<file path="config.mk">
export PLATFORM = sky130hd
export DESIGN_NAME = mult_sequencer
export DESIGN_NICKNAME = d
export VERILOG_FILES = /design/src/rtl/mult_sequencer.sv
export SDC_FILE = /design/constraint.sdc
export NUM_CORES = 1
export LEC_CHECK = 0
export CELL_PAD_IN_SITES_DETAIL_PLACEMENT = 1
export CELL_PAD_IN_SITES_GLOBAL_PLACEMENT = 2
export CORE_AREA = 2 2 91 71
export DETAILED_ROUTE_END_ITERATION = 12
export DIE_AREA = 0 0 93 73
export GPL_TIMING_DRIVEN = 0
export PLACE_DENSITY = 0.81
export SYNTH_ARGS = -nofsm -noshare
export SYNTH_HDL_FRONTEND = slang
export SYNTH_SLANG_ARGS = --single-unit
export TNS_END_PERCENT = 5
</file>
<file path="constraint.sdc">
create_clock -name clk -period 2.1 [get_ports clk]
set_input_delay 0.42 -clock clk [delete_from_list [all_inputs] [get_ports clk]]
set_output_delay 0.42 -clock clk [all_outputs]
set_load 0.02 [all_outputs]
</file>
<file path="src/rtl/mult_sequencer.sv">
// Shift-and-add multiplier sequencer driving external A (left-shift) and B (right-shift) registers.
// Define MULT_SEQUENCER_SIGNED_EN for two's-complement operands; the default build is unsigned.
module mult_sequencer #(
    parameter int WORD_LENGTH = 4
) (
    input  logic                       clk,
    input  logic                       reset,
    input  logic                       start,
    input  logic [WORD_LENGTH-1:0]     multiplicand,
    input  logic [WORD_LENGTH-1:0]     multiplier,
    input  logic                       mplier_lsb,
    input  logic [2*WORD_LENGTH-1:0]   mcand_shifted,
    output logic                       sr_load,
    output logic                       sr_shift,
    output logic [WORD_LENGTH-1:0]     mplier_load_value,
    output logic [2*WORD_LENGTH-1:0]   mcand_load_value,
    output logic [2*WORD_LENGTH-1:0]   product,
    output logic                       busy,
    output logic                       done
);

    localparam int W     = WORD_LENGTH;
    localparam int PW    = 2 * WORD_LENGTH;
    localparam int CNT_W = (WORD_LENGTH > 1) ? $clog2(WORD_LENGTH) : 1;
    localparam logic [CNT_W-1:0] LAST_BIT = CNT_W'(WORD_LENGTH - 1);

    typedef enum logic [1:0] {
        ST_IDLE = 2'd0,
        ST_LOAD = 2'd1,
        ST_RUN  = 2'd2,
        ST_DONE = 2'd3
    } state_t;

    state_t             state_q, state_d;
    logic [CNT_W-1:0]   cnt_q, cnt_d;
    logic [PW-1:0]      acc_q, acc_d;
    logic [PW-1:0]      product_q, product_d;
    logic [W-1:0]       mcand_lv_q, mcand_lv_d;
    logic [W-1:0]       mplier_lv_q, mplier_lv_d;
    logic               neg_q, neg_d;
    logic               sr_load_q, sr_load_d;
    logic               sr_shift_q, sr_shift_d;
    logic               busy_q, busy_d;
    logic               done_q, done_d;

`ifdef MULT_SEQUENCER_SIGNED_EN
    // Magnitude of a two's-complement operand; the most negative value maps onto 2^(W-1).
    function automatic logic [W-1:0] abs_val(input logic [W-1:0] v);
        logic [W-1:0] r;
        if (v[W-1]) begin
            r = (~v) + W'(1);
        end else begin
            r = v;
        end
        return r;
    endfunction
`endif

    // Product sign correction applied to the magnitude accumulated by the shift-and-add loop.
    function automatic logic [PW-1:0] apply_sign(input logic [PW-1:0] mag, input logic neg);
        logic [PW-1:0] r;
        if (neg) begin
            r = (~mag) + PW'(1);
        end else begin
            r = mag;
        end
        return r;
    endfunction

    // Next-state, datapath and next-output computation.
    always_comb begin
        state_d     = state_q;
        cnt_d       = cnt_q;
        acc_d       = acc_q;
        product_d   = product_q;
        mcand_lv_d  = mcand_lv_q;
        mplier_lv_d = mplier_lv_q;
        neg_d       = neg_q;

        case (state_q)
            ST_IDLE: begin
                if (start) begin
                    state_d = ST_LOAD;
`ifdef MULT_SEQUENCER_SIGNED_EN
                    mcand_lv_d  = abs_val(multiplicand);
                    mplier_lv_d = abs_val(multiplier);
                    neg_d       = multiplicand[W-1] ^ multiplier[W-1];
`else
                    mcand_lv_d  = multiplicand;
                    mplier_lv_d = multiplier;
                    neg_d       = 1'b0;
`endif
                end else begin
                    state_d = ST_IDLE;
                end
            end
            ST_LOAD: begin
                state_d = ST_RUN;
                cnt_d   = {CNT_W{1'b0}};
                acc_d   = {PW{1'b0}};
            end
            ST_RUN: begin
                if (mplier_lsb) begin
                    acc_d = acc_q + mcand_shifted;
                end else begin
                    acc_d = acc_q;
                end
                cnt_d = cnt_q + CNT_W'(1);
                // The final product includes this cycle's partial product.
                if (cnt_q == LAST_BIT) begin
                    state_d   = ST_DONE;
                    product_d = apply_sign(acc_d, neg_q);
                end else begin
                    state_d = ST_RUN;
                end
            end
            ST_DONE: begin
                state_d = ST_IDLE;
            end
            default: begin
                state_d = ST_IDLE;
            end
        endcase

        sr_load_d  = (state_d == ST_LOAD);
        sr_shift_d = (state_d == ST_RUN);
        busy_d     = (state_d != ST_IDLE);
        // done trails the DONE state by one cycle so it lands W+2 edges after start.
        done_d     = (state_q == ST_DONE);
    end

    // State, datapath and output registers with asynchronous active-low reset.
    always_ff @(posedge clk or negedge reset) begin
        if (!reset) begin
            state_q     <= ST_IDLE;
            cnt_q       <= {CNT_W{1'b0}};
            acc_q       <= {PW{1'b0}};
            product_q   <= {PW{1'b0}};
            mcand_lv_q  <= {W{1'b0}};
            mplier_lv_q <= {W{1'b0}};
            neg_q       <= 1'b0;
            sr_load_q   <= 1'b0;
            sr_shift_q  <= 1'b0;
            busy_q      <= 1'b0;
            done_q      <= 1'b0;
        end else begin
            state_q     <= state_d;
            cnt_q       <= cnt_d;
            acc_q       <= acc_d;
            product_q   <= product_d;
            mcand_lv_q  <= mcand_lv_d;
            mplier_lv_q <= mplier_lv_d;
            neg_q       <= neg_d;
            sr_load_q   <= sr_load_d;
            sr_shift_q  <= sr_shift_d;
            busy_q      <= busy_d;
            done_q      <= done_d;
        end
    end

    assign sr_load           = sr_load_q;
    assign sr_shift          = sr_shift_q;
    assign mplier_load_value = mplier_lv_q;
    assign mcand_load_value  = {{W{1'b0}}, mcand_lv_q};
    assign product           = product_q;
    assign busy              = busy_q;
    assign done              = done_q;

endmodule

</file>
# Yosys cells after proc, flatten, opt, wreduce, memory -nomap -nowiden
# Cells that the tools add are included.
classes:
  addsub: 2
  n_mul: 0
  div_mod_pow: 0
  order_cmp: 0
  eq_ne: 6
  shift: 0
  mux: 7
  bitwise_logic: 0
  reduce_logical: 5
ops:
  columns: ["op", "count"]
  rows:
  - ["2-to-1 mux 8 bit", 2]
  - ["one-hot mux 8 bit (2 select lines)", 1]
  - ["adder 8 bit", 1]
  - ["equality test 2 bit (second input constant)", 4]
  - ["one-hot mux 2 bit (4 select lines)", 1]
  - ["equality test 2 x 1 -> 1 bit (second input constant)", 2]
  - ["one-hot mux 2 bit (2 select lines)", 1]
  - ["AND reduction 2 bit", 2]
  - ["nonzero test 2 bit", 2]
  - ["adder 2 x 1 -> 2 bit (second input constant)", 1]
  - ["zero test 2 bit", 1]
  - ["2-to-1 mux 1 bit", 2]
totals:
  reg_bits: 32
  latch_bits: 0
  ramBits: 0
  romBits: 0
  input_bits: 20
  out_inout_bits: 24
  mem_count: 0

# Depth between registers and ports, before layout
# Gate-level depths: netlist of the first run.
logic_depth:
  depth_word: 4
  depth_mapped: 7
  depth_no_buf: 7

# Least setup slack after synthesis of the first run
# Ideal clock, no wire load.
synth_timing:
  path_type: "input port to flip-flop"
  startpoint: "input mcand_shifted[0]"
  endpoint: "register acc_q[6]"
  arrival_ns: 1.885
  t_required_ns: 2.005
  setup_slack_ns: 0.120
  stages: 7
  path_cell_list: "ha_1 fa_1 a211oi_1 o21bai_1 a21oi_1 xor2_1 o31ai_1"
synth_via:
  elab_chain_len: 4
synth_rtl:
  columns: ["element", "line", "text"]
  rows:
  - ["from (decl)", "12", "input logic [2*WORD_LENGTH-1:0] mcand_shifted,"]
  - ["adder 8 bit", "104", "acc_d = acc_q + mcand_shifted;"]
  - ["2-to-1 mux 8 bit", "103", "if (mplier_lsb) begin"]
  - ["2-to-1 mux 8 bit", "80", "case (state_q)"]
  - ["one-hot mux 8 bit (2 select lines)", "80", null]
  - ["to (signal assigned)", "137", "acc_q <= {PW{1'b0}};"]
  - ["to (decl)", "36", "logic [PW-1:0] acc_q, acc_d;"]
# Every way passes these cells. The select of a mux whose other input is x is not followed.
# A chain may end at the register's enable or synchronous reset.

# Worst setup path after layout of the first run
layout_timing:
  startpoint: "input mcand_shifted[2]"
  endpoint: "register acc_q[7]"
# The elaborated chain is that of the path after synthesis.

==> qor.txt, run 1 <==
Syn Std Cell Area = 1740 µm²
Synth top area cells = dfrtp_1 46%, ha_1 8.6%, mux2_2 5.8%
Post-synthesis mux area share = 6.99%
Drc violations = 0
Compound-cell area share of the yosys netlist = 17.9%
Sink Count = 32
HP Class = input port to asynchronous set/reset pin
Gpl congestion = 0.721
Clock Tree Root = clkbuf_8
Synth cell types = 40
Sum Neg Setup Slack = 0 ns
Vias per cell = 4.59
Max Fclk = 483 MHz
GRT overflow = 0
Register bit count reported by yosys = 32
Reg2reg end = product[4]
Worst-margin pin slew = 0.718 ns
First-pass iteration count of the detailed router = 4
Drt total wl = 4.09 mm
Initial antenna violation count = 0
Placeable Area = 6010 µm²
Clock-pin slew on the worst setup and hold paths = 0.07 ns
Simple-gate share of the synthesized area = 9.37%
Largest net degree at the start of global routing = 33
Max-cap violations = 0
Largest family of logic cells by synthesized area = compound AO/OA/AOI/OAI gates
Worst Path Class, Setup = input port to flip-flop
Yosys warns = 0
Post-synth EDFFs = 0
CTS tree = built
Number of global-route vias before repair = 1359
DIE AREA = 6790 µm²
Clock latency at the later pin of the worst-skew pair = 0.28 ns
Layout cells sized above 1 = 18.3%
Pins Over Slew Limit = 0
Area after DPL = 2230 µm²
Post-DRT Antenna Nets = 0
Gr usage total = 12.6%
Total I/O pin count = 44
Post-synthesis xor/xnor area fraction = 3.03%
Crit path arrival time = 2.28 ns
Rel. slew slack = 52.1%
Peak VDD IR = 0.000492 V
Worst-path maximum fanout = 5
Design area = 2420 µm²
Syn_area_per_cell = 10.5 µm²
Cts hold-fix bufs = 0
Critical path startpoint = mcand_shifted[2]
PortBufs = 39
Adder-cell share of the synthesized area = 9.80%
Most used DFF post-synth = dfrtp_1
Largest area contributor in the netlist = dfrtp_1
Startpoint Class = input port
R2R Setup Slk = 0.12 ns
Average wire per standard cell = 13.7 µm
Global-route wire length before repair = 6.55 mm
Initial drt markers = 33
Die Ht = 73 µm
Antenna fix cells = 0
Final Cycle Share = 98.7%
Critical Path End Type = flip-flop
Final hold violations = 0
Sequential area share after synthesis = 46.1%
Unrepaired setup endpoints after global routing = yes
Setup-failing EPs final = 0
Synth async-reset ratio = 100%
Synth Instances = 166
Final period demand of the worst path = 2.07 ns
Clock Path Buffers = 2
Via count = 1371
Core Util, Final = 40.3%
Top-count cell post-synth = dfrtp_1
Final nets = 250
Initial Util = 28.9%
Standard-cell rows = 25
Critical R2R Launch = acc_q[0]
R2r worst-path depth = 7
Top post-synthesis cells by count = 32 x dfrtp_1, 16 x nand2_1, 14 x o21ai_0
Area delta synth->final = 39.4%
Max H-tree Level = 2
Num CTS Buffers = 5
Leakage power = 1.06 nW
Data required, critical path = 2.30 ns
Setup Skew = 0.00394 ns
Post-detail-place hpwl = 3.05 mm
Post-synth top area share = 46.1%
Die width = 93 µm
Pwr per Cell Area = 1490 nW/µm²
Outcome = finished, final reports clean
## cell type report
class / instances / area, µm²
fillers: 689 / 3580
multi-input cells: 116 / 912
flip-flops and latches: 32 / 801
repair buffers: 41 / 402
well taps: 81 / 101
clock buffers: 8 / 90.1
plain buffers: 10 / 73.8
inverters: 11 / 41.3
## per-stage QoR
| stage | setup WS, ns | power (mW) | hold WS (ns) | std cells |
|---|---|---|---|---|
| floorplan | 0.120 | 2.30 | 0.124 | 169 |
| global placement | -0.553 | 2.96 | 0.464 | 289 |
| detailed placement | -0.544 | 3.00 | 0.471 | 289 |
| CTS | 0.000835 | 3.62 | 0.221 | 299 |
| global route | -0.0502 | 3.89 | 0.246 | 299 |
| finish | 0.0282 | 3.61 | 0.193 | 299 |
## report_power, final
| group | switching (mW) | internal, mW | total (mW) |
|---|---|---|---|
| clock network | 0.218 | 0.267 | 0.485 |
| logic | 1.04 | 1.01 | 2.05 |
| registers | 0.172 | 0.902 | 1.07 |
## state kept, by name, summed over array words and instances, names as in the netlist, 2 cells and up
signal	count
product	8
acc_q	8
mcand_lv_q	4
cnt_q	2
mplier_load_value	4
state_q	2
## worst max-delay path by stage
| stage | to | cells after the start | slack, ns |
|---|---|---|---|
| final | acc_q[7] | 7 | 0.03 |
| after global routing | product[7] | 8 | -0.05 |
| after CTS | acc_q[7] | 7 | 0.0008 |
| after detailed placement | acc_q[6] | 8 | -0.54 |
| after global placement | acc_q[6] | 8 | -0.55 |
| after floorplan | acc_q[6] | 7 | 0.12 |
## per-layer routing
layer	GRT usage (%)	share of wire (%)
met5	0	0
met4	3.43	0.76
met3	3.82	4.6
met2	19.6	46
met1	17.2	49
## placed cells by master (no fill, tap or decap), drive strengths merged, types with 2 or more instances in the layout
cell / synthesis / final
clkdlybuf4s50: 0 / 36
dfrtp: 32 / 32
nand2: 16 / 16
o21ai: 14 / 14
ha: 12 / 12
inv: 11 / 11
a21oi: 11 / 11
clkbuf: 3 / 11
buf: 7 / 10
mux2: 9 / 9
nor2: 6 / 6
o22ai: 4 / 4
nor2b: 4 / 4
conb: 1 / 4
xor2: 3 / 3
xnor2: 3 / 3
o211ai: 3 / 3
a21o: 3 / 3
a211oi: 3 / 3
a31oi: 2 / 2
mux2i: 2 / 2
nand3: 2 / 2
a221o: 2 / 2
and2: 2 / 2
or3: 2 / 2
## critical path: stages
cell and delay (ns):
clkdlybuf4s50_1 0.51, ha_4 0.23, o211ai_1 0.27, o211a_1 0.19, o2111ai_2 0.17, or3_4 0.41
o211ai_2 0.07
## kinds of logic (layout without fill, tap and decap cells)
| family | count (synthesis) | count (layout) |
|---|---|---|
| compound gates | 47 | 47 |
| xor+xnor | 6 | 6 |
| fa+ha+maj | 13 | 13 |
| buf+inv | 21 | 70 |
| flops | 32 | 32 |
| mux | 11 | 11 |
| other cells | 1 | 4 |
| simple gates | 35 | 35 |
## repair_timing
action | in CTS | in global routing
buffers inserted | 2 | 0
pin swaps | 7 | 1
setup endpoints to repair | 5 | 4
gates cloned | 0 | 0
gates resized for setup | 9 | 6
No activity file was read; power rests on OpenSTA's default activity.
==> inputs of run 2 (changes only) <==
==> constraint.sdc (replaced) <==
create_clock -name clk -period 2.1 [get_ports clk]
set_input_delay 0.42 -clock clk [delete_from_list [all_inputs] [get_ports clk]]
set_output_delay 0.42 -clock clk [all_outputs]
set_load 0.01 [all_outputs]
==> results of run 2 <==
Same layout as run 1 (identical final DEF). Status: finished, final reports clean.
Main changes from that run: total power 3.61 mW -> 3.46 mW; worst IR drop on VDD 0.000492 V -> 0.000458 V
==> inputs of run 3 (changes only) <==
--- a/config.mk
+++ b/config.mk
@@ -7,11 +7,11 @@
 export LEC_CHECK = 0
 export CELL_PAD_IN_SITES_DETAIL_PLACEMENT = 1
 export CELL_PAD_IN_SITES_GLOBAL_PLACEMENT = 2
-export CORE_AREA = 2 2 91 71
+export CORE_AREA = 2 2 89 69
 export DETAILED_ROUTE_END_ITERATION = 12
-export DIE_AREA = 0 0 93 73
+export DIE_AREA = 0 0 91 71
 export GPL_TIMING_DRIVEN = 0
-export PLACE_DENSITY = 0.81
+export PLACE_DENSITY = 0.84
 export SYNTH_ARGS = -nofsm -noshare
 export SYNTH_HDL_FRONTEND = slang
 export SYNTH_SLANG_ARGS = --single-unit
==> constraint.sdc (replaced) <==
create_clock -name clk -period 2.5 [get_ports clk]
set_input_delay 0.5 -clock clk [delete_from_list [all_inputs] [get_ports clk]]
set_output_delay 0.5 -clock clk [all_outputs]
set_load 0.01 [all_outputs]
==> run 3 against run 2 <==
Compared with the run above: design area down 2.5%; global-route usage up 1.4 points; worst setup slack better by 0.10 ns; largest power group unchanged; register-to-register slack better by 0.29 ns; sequential power down 17%; clock skew up 0.0033 ns; flip-flop and latch count unchanged; via count down 0.51%; sequential share of layout area up 0.84 points; utilization up 1.5 points.
==> qor.txt, run 3 (synthesis results as in run 1) <==
Post-detail-place hpwl = 3.17 mm (was 3.05 mm)
Via count = 1364 (was 1371)
Worst-margin pin slew = 0.721 ns (was 0.718 ns)
GRT overflow = 0 (unchanged)
Routed length on met2 = 1.91 mm (was 1.86 mm)
R2r worst-path depth = 7 (unchanged)
Pwr per Cell Area = 1240 nW/µm² (was 1430 nW/µm²)
Fin Hold WS = 0.268 ns (was 0.193 ns)
Drt total wl = 4.13 mm (was 4.09 mm)
Number of global-route vias before repair = 1472 (was 1359)
Initial drt markers = 67 (was 33)
Post-DRT Antenna Nets = 0 (unchanged)
Placeable Area = 5650 µm² (was 6010 µm²)
Total I/O pin count = 44 (unchanged)
HP Class = input port to asynchronous set/reset pin (unchanged)
Met3 wire len = 218 µm (was 188 µm)
Commonest non-fill, non-tap cells in the layout = 38 x clkdlybuf4s50_1, 32 x dfrtp_1, 16 x nand2_1 (was 36 x clkdlybuf4s50_1, 32 x dfrtp_1, 16 x nand2_1)
Max Fclk = 422 MHz
Clock latency at the later pin of the worst-skew pair = 0.28 ns (about the same)
Pins Over Slew Limit = 0 (unchanged)
Data required, critical path = 2.69 ns (was 2.30 ns)
Worst-path maximum fanout = 3 (was 5)
Startpoint Class = input port (unchanged)
Commonest non-fill, non-tap cell in the layout = clkdlybuf4s50_1 (unchanged)
Max H-tree Level = 2 (unchanged)
Clock-pin slew on the worst setup and hold paths = 0.07 ns (about the same)
Leakage power = 1.06 nW (about the same)
Average wire per standard cell = 14.1 µm (was 13.7 µm)
DIE AREA = 6460 µm² (was 6790 µm²)
Setup Skew = 0.00729 ns (was 0.00394 ns)
Outcome = finished, final reports clean (unchanged)
Critical Path End Type = flip-flop (unchanged)
Clock Path Buffers = 2 (unchanged)
Gr usage total = 14.0% (was 12.6%)
Die width = 91 µm (was 93 µm)
Final nets = 248 (was 250)
Vias per cell = 4.64 (was 4.59)
PortBufs = 39 (unchanged)
Rel. slew slack = 52.0% (was 52.1%)
Layout cells sized above 1 = 14.4% (was 18.3%)
Gpl congestion = 0.742 (was 0.721)
Largest net degree at the start of global routing = 33 (unchanged)
Fill cells = 670 (was 689)
Initial Util = 30.8% (was 28.9%)
Final hold violations = 0 (unchanged)
Sink Count = 32 (unchanged)
Wl on met1 = 1.96 mm (was 2.01 mm)
Crit path arrival time = 2.55 ns (was 2.28 ns)
Final period demand of the worst path = 2.37 ns
Peak VDD IR = 0.000377 V (was 0.000458 V)
Setup-failing EPs final = 0 (unchanged)
Global-route wire length before repair = 7.11 mm (was 6.55 mm)
Die Ht = 71 µm (was 73 µm)
Standard-cell rows = 24 (was 25)
Unrepaired setup endpoints after global routing = no (was yes)
Antenna fix cells = 0 (unchanged)
Worst Path Class, Setup = input port to flip-flop (unchanged)
Initial antenna violation count = 0 (unchanged)
Max-cap violations = 0 (unchanged)
Final Cycle Share = 94.7%
Top Layer Used = met4 (unchanged)
Total power = 2.93 mW (was 3.46 mW)
Area delta synth->final = 36.0% (was 39.4%)
Clock Tree Root = clkbuf_8 (unchanged)
First-pass iteration count of the detailed router = 5 (was 4)
Num CTS Buffers = 5 (unchanged)
CTS tree = built (unchanged)
Drc violations = 0 (unchanged)
[run 3: area by class of cell]
cell class,instances,area (µm²),area share [%]
multi-input cells,116,836,35.4
flip-flops and latches,32,801,33.9
repair buffers,39,385,16.3
well taps,78,97.6,4.13
clock buffers,7,96.3,4.08
plain buffers,10,73.8,3.13
inverters,11,41.3,1.75
clock inverters,1,30.0,1.27
[run 3: stage by stage]
step	instances	TNS [ns]	instance area, µm²	utilization [%]	setup WS [ns]
6_report	294	0	2360	41.8	0.133
5_1_grt	294	0	2360	41.8	0.00660
4_1_cts	294	0	2360	41.8	0.0620
3_5_place_dp	286	-0.726	2230	39.5	-0.220
3_3_place_gp	286	-0.690	2240	39.6	-0.220
2_1_floorplan	169	0	1750	-	0.440
[run 3: repair_timing]
action	CTS	global route
hold buffers	0	0
setup buffers	0	0
gates resized for setup	0	1
setup endpoints to repair	0	2
[run 3: per-layer routing]
metal	global-route usage (%)	up-vias
li1	-	668
met1	18.6	657
met2	22.7	35
met3	3.19	4
met4	5.05	0
met5	0	-
[run 3: critical path, stage by stage]
cell	delay [ns]
clkdlybuf4s50_1	0.42
ha_1	0.26
fa_1	0.44
a211oi_1	0.27
o21bai_1	0.15
a21oi_2	0.22
xor2_1	0.09
o31ai_1	0.22
[run 3: final timing paths]
check,startpoint,endpoint,slack (ns)
min,reset,product[0],0.27
max,mcand_shifted[0],acc_q[6],0.13
min reg2reg,product[0],product[0],0.48
max reg2reg,acc_q[0],acc_q[6],0.41
min in group clk,product[0],product[0],0.48
max in group asynchronous,reset,acc_q[3],1.77
[run 3: power by group]
part / switching (mW) / internal [mW]
clock network: 0.193 / 0.352
registers: 0.129 / 0.758
logic: 0.729 / 0.769
